File: src/rtl/mips_ctrl_pkg.sv
// Shared encodings for the multi-cycle MIPS controller: FSM states, ALU select
// codes, Opcode/Funct constants and the bundled control word.
package mips_ctrl_pkg;

  typedef enum logic [3:0] {
    IDLE   = 4'd0,
    FETCH  = 4'd1,
    DECODE = 4'd2,
    MEMADR = 4'd3,
    MEMRD  = 4'd4,
    MEMWB  = 4'd5,
    MEMWR  = 4'd6,
    RTEXE  = 4'd7,
    RTWB   = 4'd8,
    IEXE   = 4'd9,
    IWB    = 4'd10,
    BRANCH = 4'd11
  } state_t;

  localparam logic [3:0] ALU_AND = 4'b0000;
  localparam logic [3:0] ALU_OR  = 4'b0001;
  localparam logic [3:0] ALU_ADD = 4'b0010;
  localparam logic [3:0] ALU_SUB = 4'b0110;
  localparam logic [3:0] ALU_SLT = 4'b0111;
  localparam logic [3:0] ALU_NOR = 4'b1100;

  localparam logic [5:0] OP_RTYPE = 6'b000000;
  localparam logic [5:0] OP_LW    = 6'b100011;
  localparam logic [5:0] OP_SW    = 6'b101011;
  localparam logic [5:0] OP_ADDI  = 6'b001000;
  localparam logic [5:0] OP_ANDI  = 6'b001100;
  localparam logic [5:0] OP_ORI   = 6'b001101;
  localparam logic [5:0] OP_SLTI  = 6'b001010;
  localparam logic [5:0] OP_BEQ   = 6'b000100;
  localparam logic [5:0] OP_BNE   = 6'b000101;

  localparam logic [5:0] FN_ADD = 6'b100000;
  localparam logic [5:0] FN_SUB = 6'b100010;
  localparam logic [5:0] FN_AND = 6'b100100;
  localparam logic [5:0] FN_OR  = 6'b100101;
  localparam logic [5:0] FN_SLT = 6'b101010;
  localparam logic [5:0] FN_NOR = 6'b100111;

  localparam logic [1:0] SRCB_REG    = 2'b00;
  localparam logic [1:0] SRCB_FOUR   = 2'b01;
  localparam logic [1:0] SRCB_IMM    = 2'b10;
  localparam logic [1:0] SRCB_IMM_SH = 2'b11;

  typedef struct packed {
    logic       iord;
    logic       mem_write;
    logic       ir_write;
    logic       pc_write;
    logic       branch_eq;
    logic       branch_neq;
    logic       pc_src;
    logic       alu_src_a;
    logic       reg_write;
    logic       mem_to_reg;
    logic       reg_dst;
    logic [1:0] alu_src_b;
    logic [3:0] alu_control;
    logic       retire;
  } ctrl_t;

endpackage

File: src/rtl/multi_cycle_control_alu_decoder.sv
// Combinational Funct/Opcode to ALU select decode for R-type and immediate ops.
module alu_decoder
  import mips_ctrl_pkg::*;
(
  input  logic [5:0] Opcode,
  input  logic [5:0] Funct,
  output logic [3:0] rt_alu,
  output logic [3:0] i_alu,
  output logic       funct_legal
);

  always_comb begin
    rt_alu      = ALU_ADD;
    funct_legal = 1'b1;
    case (Funct)
      FN_ADD:  rt_alu = ALU_ADD;
      FN_SUB:  rt_alu = ALU_SUB;
      FN_AND:  rt_alu = ALU_AND;
      FN_OR:   rt_alu = ALU_OR;
      FN_SLT:  rt_alu = ALU_SLT;
      FN_NOR:  rt_alu = ALU_NOR;
      default: funct_legal = 1'b0;
    endcase
  end

  always_comb begin
    i_alu = ALU_ADD;
    case (Opcode)
      OP_ANDI: i_alu = ALU_AND;
      OP_ORI:  i_alu = ALU_OR;
      OP_SLTI: i_alu = ALU_SLT;
      default: i_alu = ALU_ADD;
    endcase
  end

endmodule

File: src/rtl/multi_cycle_control.sv
// Multi-cycle MIPS control FSM with retired-instruction counter and sticky
// illegal-instruction flag.
module multi_cycle_control
  import mips_ctrl_pkg::*;
#(
  parameter int unsigned CNT_W = 32
) (
  input  logic             clk,
  input  logic             reset,
  input  logic             halt,
  input  logic [5:0]       Opcode,
  input  logic [5:0]       Funct,
  output logic             IorD,
  output logic             MemWrite,
  output logic             IRWrite,
  output logic             PCWrite,
  output logic             BranchEq,
  output logic             BranchNeq,
  output logic             PCSrc,
  output logic             ALUSrcA,
  output logic             RegWrite,
  output logic             MemtoReg,
  output logic             RegDst,
  output logic [1:0]       ALUSrcB,
  output logic [3:0]       ALUControl,
  output logic             retire_o,
  output logic [CNT_W-1:0] instr_cnt_o,
  output logic             illegal_o,
  output logic [3:0]       state_o
);

  state_t           state, nxt;
  ctrl_t            ctrl;
  logic [CNT_W-1:0] cnt;
  logic             illegal;
  logic             set_illegal;
  logic [3:0]       rt_alu, i_alu;
  logic             funct_legal;

  alu_decoder u_alu_decoder (
    .Opcode      (Opcode),
    .Funct       (Funct),
    .rt_alu      (rt_alu),
    .i_alu       (i_alu),
    .funct_legal (funct_legal)
  );

  // Outputs are registered from the next state, so they always reflect the
  // state register; Opcode/Funct are stable from the IR once DECODE begins.
  function automatic ctrl_t decode_ctrl(state_t s, logic [3:0] rt_sel,
                                        logic [3:0] i_sel, logic is_beq);
    ctrl_t c;
    c = '0;
    c.alu_control = ALU_ADD;
    case (s)
      IDLE:   c.alu_control = '0;
      FETCH:  begin c.ir_write = 1'b1; c.pc_write = 1'b1; c.alu_src_b = SRCB_FOUR; end
      DECODE: c.alu_src_b = SRCB_IMM_SH;
      MEMADR: begin c.alu_src_a = 1'b1; c.alu_src_b = SRCB_IMM; end
      MEMRD:  c.iord = 1'b1;
      MEMWB:  begin c.reg_write = 1'b1; c.mem_to_reg = 1'b1; c.retire = 1'b1; end
      MEMWR:  begin c.iord = 1'b1; c.mem_write = 1'b1; c.retire = 1'b1; end
      RTEXE:  begin c.alu_src_a = 1'b1; c.alu_src_b = SRCB_REG; c.alu_control = rt_sel; end
      RTWB:   begin c.reg_write = 1'b1; c.reg_dst = 1'b1; c.retire = 1'b1; end
      IEXE:   begin c.alu_src_a = 1'b1; c.alu_src_b = SRCB_IMM; c.alu_control = i_sel; end
      IWB:    begin c.reg_write = 1'b1; c.retire = 1'b1; end
      BRANCH: begin
        c.alu_src_a   = 1'b1;
        c.alu_src_b   = SRCB_REG;
        c.alu_control = ALU_SUB;
        c.pc_src      = 1'b1;
        c.branch_eq   = is_beq;
        c.branch_neq  = ~is_beq;
        c.retire      = 1'b1;
      end
      default: c = '0;
    endcase
    return c;
  endfunction

  always_comb begin
    state_t done_st;
    done_st     = halt ? IDLE : FETCH;
    nxt         = state;
    set_illegal = 1'b0;
    unique case (state)
      IDLE:   nxt = halt ? IDLE : FETCH;
      FETCH:  nxt = DECODE;
      DECODE: begin
        case (Opcode)
          OP_LW, OP_SW:                     nxt = MEMADR;
          OP_ADDI, OP_ANDI, OP_ORI, OP_SLTI: nxt = IEXE;
          OP_BEQ, OP_BNE:                   nxt = BRANCH;
          OP_RTYPE: begin
            if (funct_legal) begin
              nxt = RTEXE;
            end else begin
              nxt         = done_st;
              set_illegal = 1'b1;
            end
          end
          default: begin
            nxt         = done_st;
            set_illegal = 1'b1;
          end
        endcase
      end
      MEMADR: nxt = (Opcode == OP_SW) ? MEMWR : MEMRD;
      MEMRD:  nxt = MEMWB;
      RTEXE:  nxt = RTWB;
      IEXE:   nxt = IWB;
      MEMWB, MEMWR, RTWB, IWB, BRANCH: nxt = done_st;
      default: nxt = IDLE;
    endcase
  end

  always_ff @(posedge clk or posedge reset) begin
    if (reset) begin
      state   <= IDLE;
      ctrl    <= '0;
      cnt     <= '0;
      illegal <= 1'b0;
    end else begin
      state <= nxt;
      ctrl  <= decode_ctrl(nxt, rt_alu, i_alu, Opcode == OP_BEQ);
      if (ctrl.retire) cnt <= cnt + CNT_W'(1);
      if (set_illegal) illegal <= 1'b1;
    end
  end

  assign IorD        = ctrl.iord;
  assign MemWrite    = ctrl.mem_write;
  assign IRWrite     = ctrl.ir_write;
  assign PCWrite     = ctrl.pc_write;
  assign BranchEq    = ctrl.branch_eq;
  assign BranchNeq   = ctrl.branch_neq;
  assign PCSrc       = ctrl.pc_src;
  assign ALUSrcA     = ctrl.alu_src_a;
  assign RegWrite    = ctrl.reg_write;
  assign MemtoReg    = ctrl.mem_to_reg;
  assign RegDst      = ctrl.reg_dst;
  assign ALUSrcB     = ctrl.alu_src_b;
  assign ALUControl  = ctrl.alu_control;
  assign retire_o    = ctrl.retire;
  assign instr_cnt_o = cnt;
  assign illegal_o   = illegal;
  assign state_o     = state;

endmodule

File: config.mk
export PLATFORM = sky130hd
export DESIGN_NAME = multi_cycle_control
export DESIGN_NICKNAME = d
export VERILOG_FILES = /design/src/rtl/mips_ctrl_pkg.sv /design/src/rtl/multi_cycle_control_alu_decoder.sv /design/src/rtl/multi_cycle_control.sv
export SDC_FILE = /design/constraint.sdc
export NUM_CORES = 1
export LEC_CHECK = 0
export CORE_MARGIN = 2
export CORE_UTILIZATION = 50
export CTS_BUF_LIST = sky130_fd_sc_hd__clkbuf_2
export DETAILED_ROUTE_END_ITERATION = 12
export HOLD_SLACK_MARGIN = 0.15
export PLACE_DENSITY = 0.89
export SLEW_MARGIN = 20
export SYNTH_ARGS = -nofsm -noshare
export SYNTH_HDL_FRONTEND = slang
export SYNTH_SLANG_ARGS = --single-unit
export TNS_END_PERCENT = 5
File: constraint.sdc
create_clock -name clk -period 2.65 [get_ports clk]
set_input_delay 0.265 -clock clk [delete_from_list [all_inputs] [get_ports clk]]
set_output_delay 0.265 -clock clk [all_outputs]
set_load 0.02 [all_outputs]
; ---- After elaboration in Yosys (flattened, before gate mapping)
; Cells that the tools add are included.
[totals]
out_inout_bits = 55
register_bits = 55
word_cells = 91
[op_classes]
n_bitwise = 1
n_reduce_logical = 14
n_addsub = 1
eq_ne = 36
muxes = 22
[op_table]
columns = operator, count
row1 = $eq 6x6->1 const B, 8
row2 = $add 32x1->32 const B, 1
row3 = $eq 4x3->1 const B, 8
row4 = $eq 4x4->1 const B, 8
row5 = $pmux 4 s4, 2
row6 = $pmux 4 s7, 1
row7 = $eq 6x4->1 const B, 4
row8 = $pmux 4 s5, 1
row9 = $eq 4x2->1 const B, 4
row10 = $reduce_or 8->1, 2
row11 = $eq 6x3->1 const B, 2
row12 = $reduce_or 6->1, 2
row13 = $mux 1, 11
row14 = $pmux 3 s3, 1
row15 = $eq 4x1->1 const B, 2
row16 = $reduce_or 2->1, 4
row17 = $reduce_or 4->1, 2
row18 = $logic_not 6->1, 1
row19 = $mux 3, 2
row20 = $pmux 2 s3, 1
row21 = $reduce_or 5->1, 1
row22 = $logic_not 4->1, 1
row23 = $mux 2, 2
row24 = $reduce_or 3->1, 1
row25 = 2 further kinds, 2

; ---- Depth between registers and ports, before layout
[logic_depth]
word_depth = 9
depth_mapped = 7

; ---- Hierarchy
; A second synthesis with hierarchy kept.
[unflattened]
cells_unflattened = 256
hier_area_um2 = 2757.6
[by_module_without_submodules]
columns = module, area_each_um2, n_inst, cells_each
row1 = multi_cycle_control, 2595.0, 1, 234
row2 = alu_decoder, 162.7, 1, 22

; ---- Worst setup path after synthesis
; OpenSTA, ideal clock, no wires.
[synth_timing]
kind = register to register
start = reg state[3] (netlist: state_o[3])
end = reg ctrl, in the netlist ALUControl[1]
synth_period_minus_slack_ns = 1.961
arrival_ns = 1.824
stages_incl_launch_ff = 8
setup_slack_ns = 0.689
setup_time_ns = 0.137
path_cell_list = dfrtp_1 > clkbuf_8 > nor4b_2 > nand3_1 > nor2_1 > or4_1 > nand4b_1 > o211ai_1
[synth_between]
elab_chain_len = 6
elab_cells_between_ends = 27
cone_classes = eq/ne (22) / mux (2) / reduce/logical (3)
[synth_lines]
columns = element, line
row1 = "start, declared", multi_cycle_control.sv:32  ; state_t state, nxt;
row2 = "start signal, assigned", multi_cycle_control.sv:124  ; state <= nxt;
row3 = $eq 4x3->1 (tied with other cells), multi_cycle_control.sv:86  ; unique case (state)
row4 = $reduce_or 6->1 (no line), --
row5 = $pmux 4 s7 (*), multi_cycle_control.sv:86
row6 = $eq 4x3->1 (tied with other cells), multi_cycle_control.sv:55  ; case (s)
row7 = $reduce_or 8->1 (no line), --
row8 = $pmux 4 s4 (*), multi_cycle_control.sv:55
row9 = "end signal, assigned", multi_cycle_control.sv:125  ; ctrl <= decode_ctrl(nxt, rt_alu, i_alu, Opcode == OP_BEQ);
row10 = "end, declared", multi_cycle_control.sv:33  ; ctrl_t ctrl;
; Every way passes the cells marked *; elsewhere a longest branch is shown, timed or not.
; A chain may end at the register's enable or synchronous reset.

; ---- Worst setup path in the final report
[layout_timing]
start = reg state[0] (netlist: state_o[0])
end = reg ctrl, in the netlist ALUControl[0]
; The elaborated chain is that of the path after synthesis.

==> flow_metrics.py <==
metrics = {
    "run_status": {
        "outcome": "complete, no violations",
    },
    "timing": {
        "rsz0062_at_grt": "no",
        "hold_violations": 0,
        "fin_ws_ns": 0.563,
        "finClkSkew_ns": 0.00540,
        "fmax_ghz": 0.479,
        "min_period_ns": 2.09,
        "drv_slew": 0,
        "setup_viol": 0,
        "relSlewSlack_pct": 49.5,
        "fin_crit_sh_pct": 78.8,
        "fin_tns_setup_ns": 0,
        "worst_pin_slew_ns": 0.757,
    },
    "critical_path": {
        "r2r_cells": 6,
        "worstSetupStartpointType": "flip-flop",
        "slowest_stage": "dfrtp_1",
        "cp.required_ns": 2.97,
        "end_kind": "flip-flop",
        "crit_path_cell_trace": "inv_1 -> or3_2 -> a21oi_1 -> a211o_2 -> o311ai_4 -> o31ai_2",
        "cp_max_fo": 15,
        "r2r_start": "state_o[0]",
        "path_class": "reg -> reg",
        "r2r-end": "ALUControl[0]",
        "endpoint": "ALUControl[0]",
        "critPathLaunch": "state_o[0]",
        "arrival_ns": 2.41,
        "r2r_setup_slack_ns": 0.56,
        "max_stage_delay_ns": 0.70,
    },
    "synthesis": {
        "seq_area_frac_synth_pct": 52.5,
        "syn_nets": 250,
        "syn-instance-count": 234,
        "synth-main-ff-cell": "dfrtp_1",
        "yosysWarnings": 0,
        "synth_edf_count": 0,
        "yosys_register_bits": 54,
        "syn_area_sq_um": 2580,
        "synth_cell_types": 52,
        "async_flop_share_pct": 100,
        "synth_area_per_cell_sq_um": 11.0,
    },
    "die": {
        "initial_utilization_pct": 51.1,
        "io_pins": 70,
        "fp.dieW_microns": 75.8,
        "coreArea_sq_um": 5040,
        "rows": 26,
        "dieHeight_microns": 75.8,
        "fp.dieArea_sq_um": 5740,
    },
    "clock_tree": {
        "ctsHoldBuffers": 0,
        "cts_tree": "yes",
        "cts_resized": 0,
        "clk_pin_slew_ns": 0.23,
        "ctsHtreeMaxLevel": 2,
        "cts.sinks": 54,
        "clock_path_buffers": 2,
        "worstSkewPairLatency_ns": 0.39,
        "post_cts_buffers": 0,
        "cts_buffers": 5,
        "cts_root_buf": "clkbuf_2",
    },
    "pwr": {
        "power.density_nw_per_um2": 621,
        "ir_drop_uv": 449,
        "p_leak_nw": 1.46,
    },
    "grt": {
        "track_usage_pct": 19.1,
        "antenna_found_initial": 0,
        "first_global_vias": 1848,
        "grt-ovfl-total": 0,
        "grt_max_degree": 40,
        "grt_pass1_wl_microns": 8410,
    },
    "detailed_routing": {
        "top_layer_used": "met4",
        "route.detailed.drc": 0,
        "dr_wl_met3_microns": 239,
        "via_per_inst": 5.34,
        "ant_nets": 0,
        "vias": 2031,
        "drt-initial-drc-count": 105,
        "met1_length_microns": 2220,
        "wirelength_microns": 5340,
        "wl_met2_microns": 2760,
        "wl_per_cell_microns": 14.0,
        "first_pass_iters": 4,
    },
    "final_layout": {
        "final_cell_mix": "69 x clkdlybuf4s50_1, 54 x dfrtp_1, 21 x xnor2_1, 21 x nand2_1, 19 x nor2_1",
        "fillers": 405,
        "diodes": 0,
        "postLayoutCoreUtil_pct": 66.8,
        "drive_above_1_share_pct": 10.0,
        "areaGrowthSynthToFinish_pct": 30.7,
        "layout_commonest_cell": "clkdlybuf4s50_1",
        "fin_nets": 325,
    },
    "placement": {
        "dp_hpwl_microns": 4210,
        "pre_cts_ws_ns": 0.238,
        "place_congestion": 0.843,
        "portBuffers": 69,
    },
    "job": {
        "drv_cap": 0,
    },
    "worst_hold_path": {
        "worstHoldPathType": "in -> async",
    },
}
==> routing by layer <==
metal  vias to the layer above  track usage [%]
li1                        981                -
met1                       973             24.4
met2                        67             32.4
met3                        10             3.97
met4                         0             6.43
met5                         -                0
==> worst min path at each step <==
stage,end,slack (ns),cells after the start
finish,instr_cnt_o[12],0.29,2
global route,instr_cnt_o[1],0.29,2
CTS,instr_cnt_o[26],0.28,2
detailed placement,instr_cnt_o[31],0.46,1
global placement,instr_cnt_o[31],0.46,1
floorplan,ALUControl[3],0.40,2
==> report_power, final <==
group / internal, mW / switching [mW] / total, mW
logic: 0.355 / 0.365 / 0.720
registers: 0.927 / 0.154 / 1.08
clock network: 0.0652 / 0.224 / 0.289
total: 1.35 / 0.743 / 2.09
==> critical path: cells and delay by family, from the launching register on <==
family / cells / cell delay (ns)
flops: 1 / 0.70
compound gates: 4 / 0.68
simple gates: 1 / 0.47
buf+inv: 1 / 0.17
==> through the flow <==
step | instance area, sq um | total power [mW] | hold WS [ns] | cells
after floorplan | 2580 | 1.53 | 0.396 | 234
after detailed placement | 3330 | 1.82 | 0.458 | 372
after global routing | 3370 | 2.21 | 0.288 | 380
after global placement | 3330 | 1.80 | 0.459 | 372
final | 3370 | 2.09 | 0.287 | 380
after CTS | 3370 | 2.11 | 0.284 | 380
==> registers in the layout (all words and copies together), names as in the netlist <==
signal       count
ALUSrcB          2
BranchEq         1
PCSrc            1
IorD             1
ALUControl       4
illegal_o        1
MemWrite         1
MemtoReg         1
instr_cnt_o     32
ALUSrcA          1
RegDst           1
IRWrite          1
state_o          4
RegWrite         1
retire_o         1
BranchNeq        1
==> cell families (layout without fill, tap and decap cells) <==
group | count (synthesis) | after routing | synth area share (%)
AND/OR/NAND/NOR | 108 | 108 | 24.8
buffers and inverters | 12 | 88 | 3.21
XOR/XNOR | 31 | 31 | 10.5
adder cells (fa/ha/maj) | 1 | 1 | 0.486
multiplexers | 2 | 2 | 0.874
flip-flops | 54 | 54 | 52.5
AO/OA/AOI/OAI | 26 | 26 | 7.67
==> cell type report <==
cell class | count | area [sq um] | area share [%]
Clock buffer | 6 | 30.0 | 0.892
Multi-Input combinational cell | 168 | 1140 | 33.9
Sequential cell | 54 | 1350 | 40.1
Clock inverter | 2 | 8.76 | 0.260
Timing Repair Buffer | 73 | 721 | 21.4
Tap cell | 70 | 87.6 | 2.60
Inverter | 7 | 26.3 | 0.780
==> cells in the mapped netlist, types with 3 or more instances <==
library cell  count  area share (%)
a21oi_1           6             1.2
and3_1            7             1.7
clkbuf_8          3             1.6
dfrtp_1          54              52
inv_1             7             1.0
nand2_1          21             3.1
nand2b_1          4            0.97
nand3_1          13             2.5
nand3b_1          3            0.87
nand4_1           7             1.7
nor2_1           19             2.8
nor2b_1           3            0.73
nor4b_1           3             1.0
o211ai_1          4             1.2
o21ai_0           3            0.58
xnor2_1          21             7.1
xor2_1           10             3.4
Power figures use the tool's default switching activity.
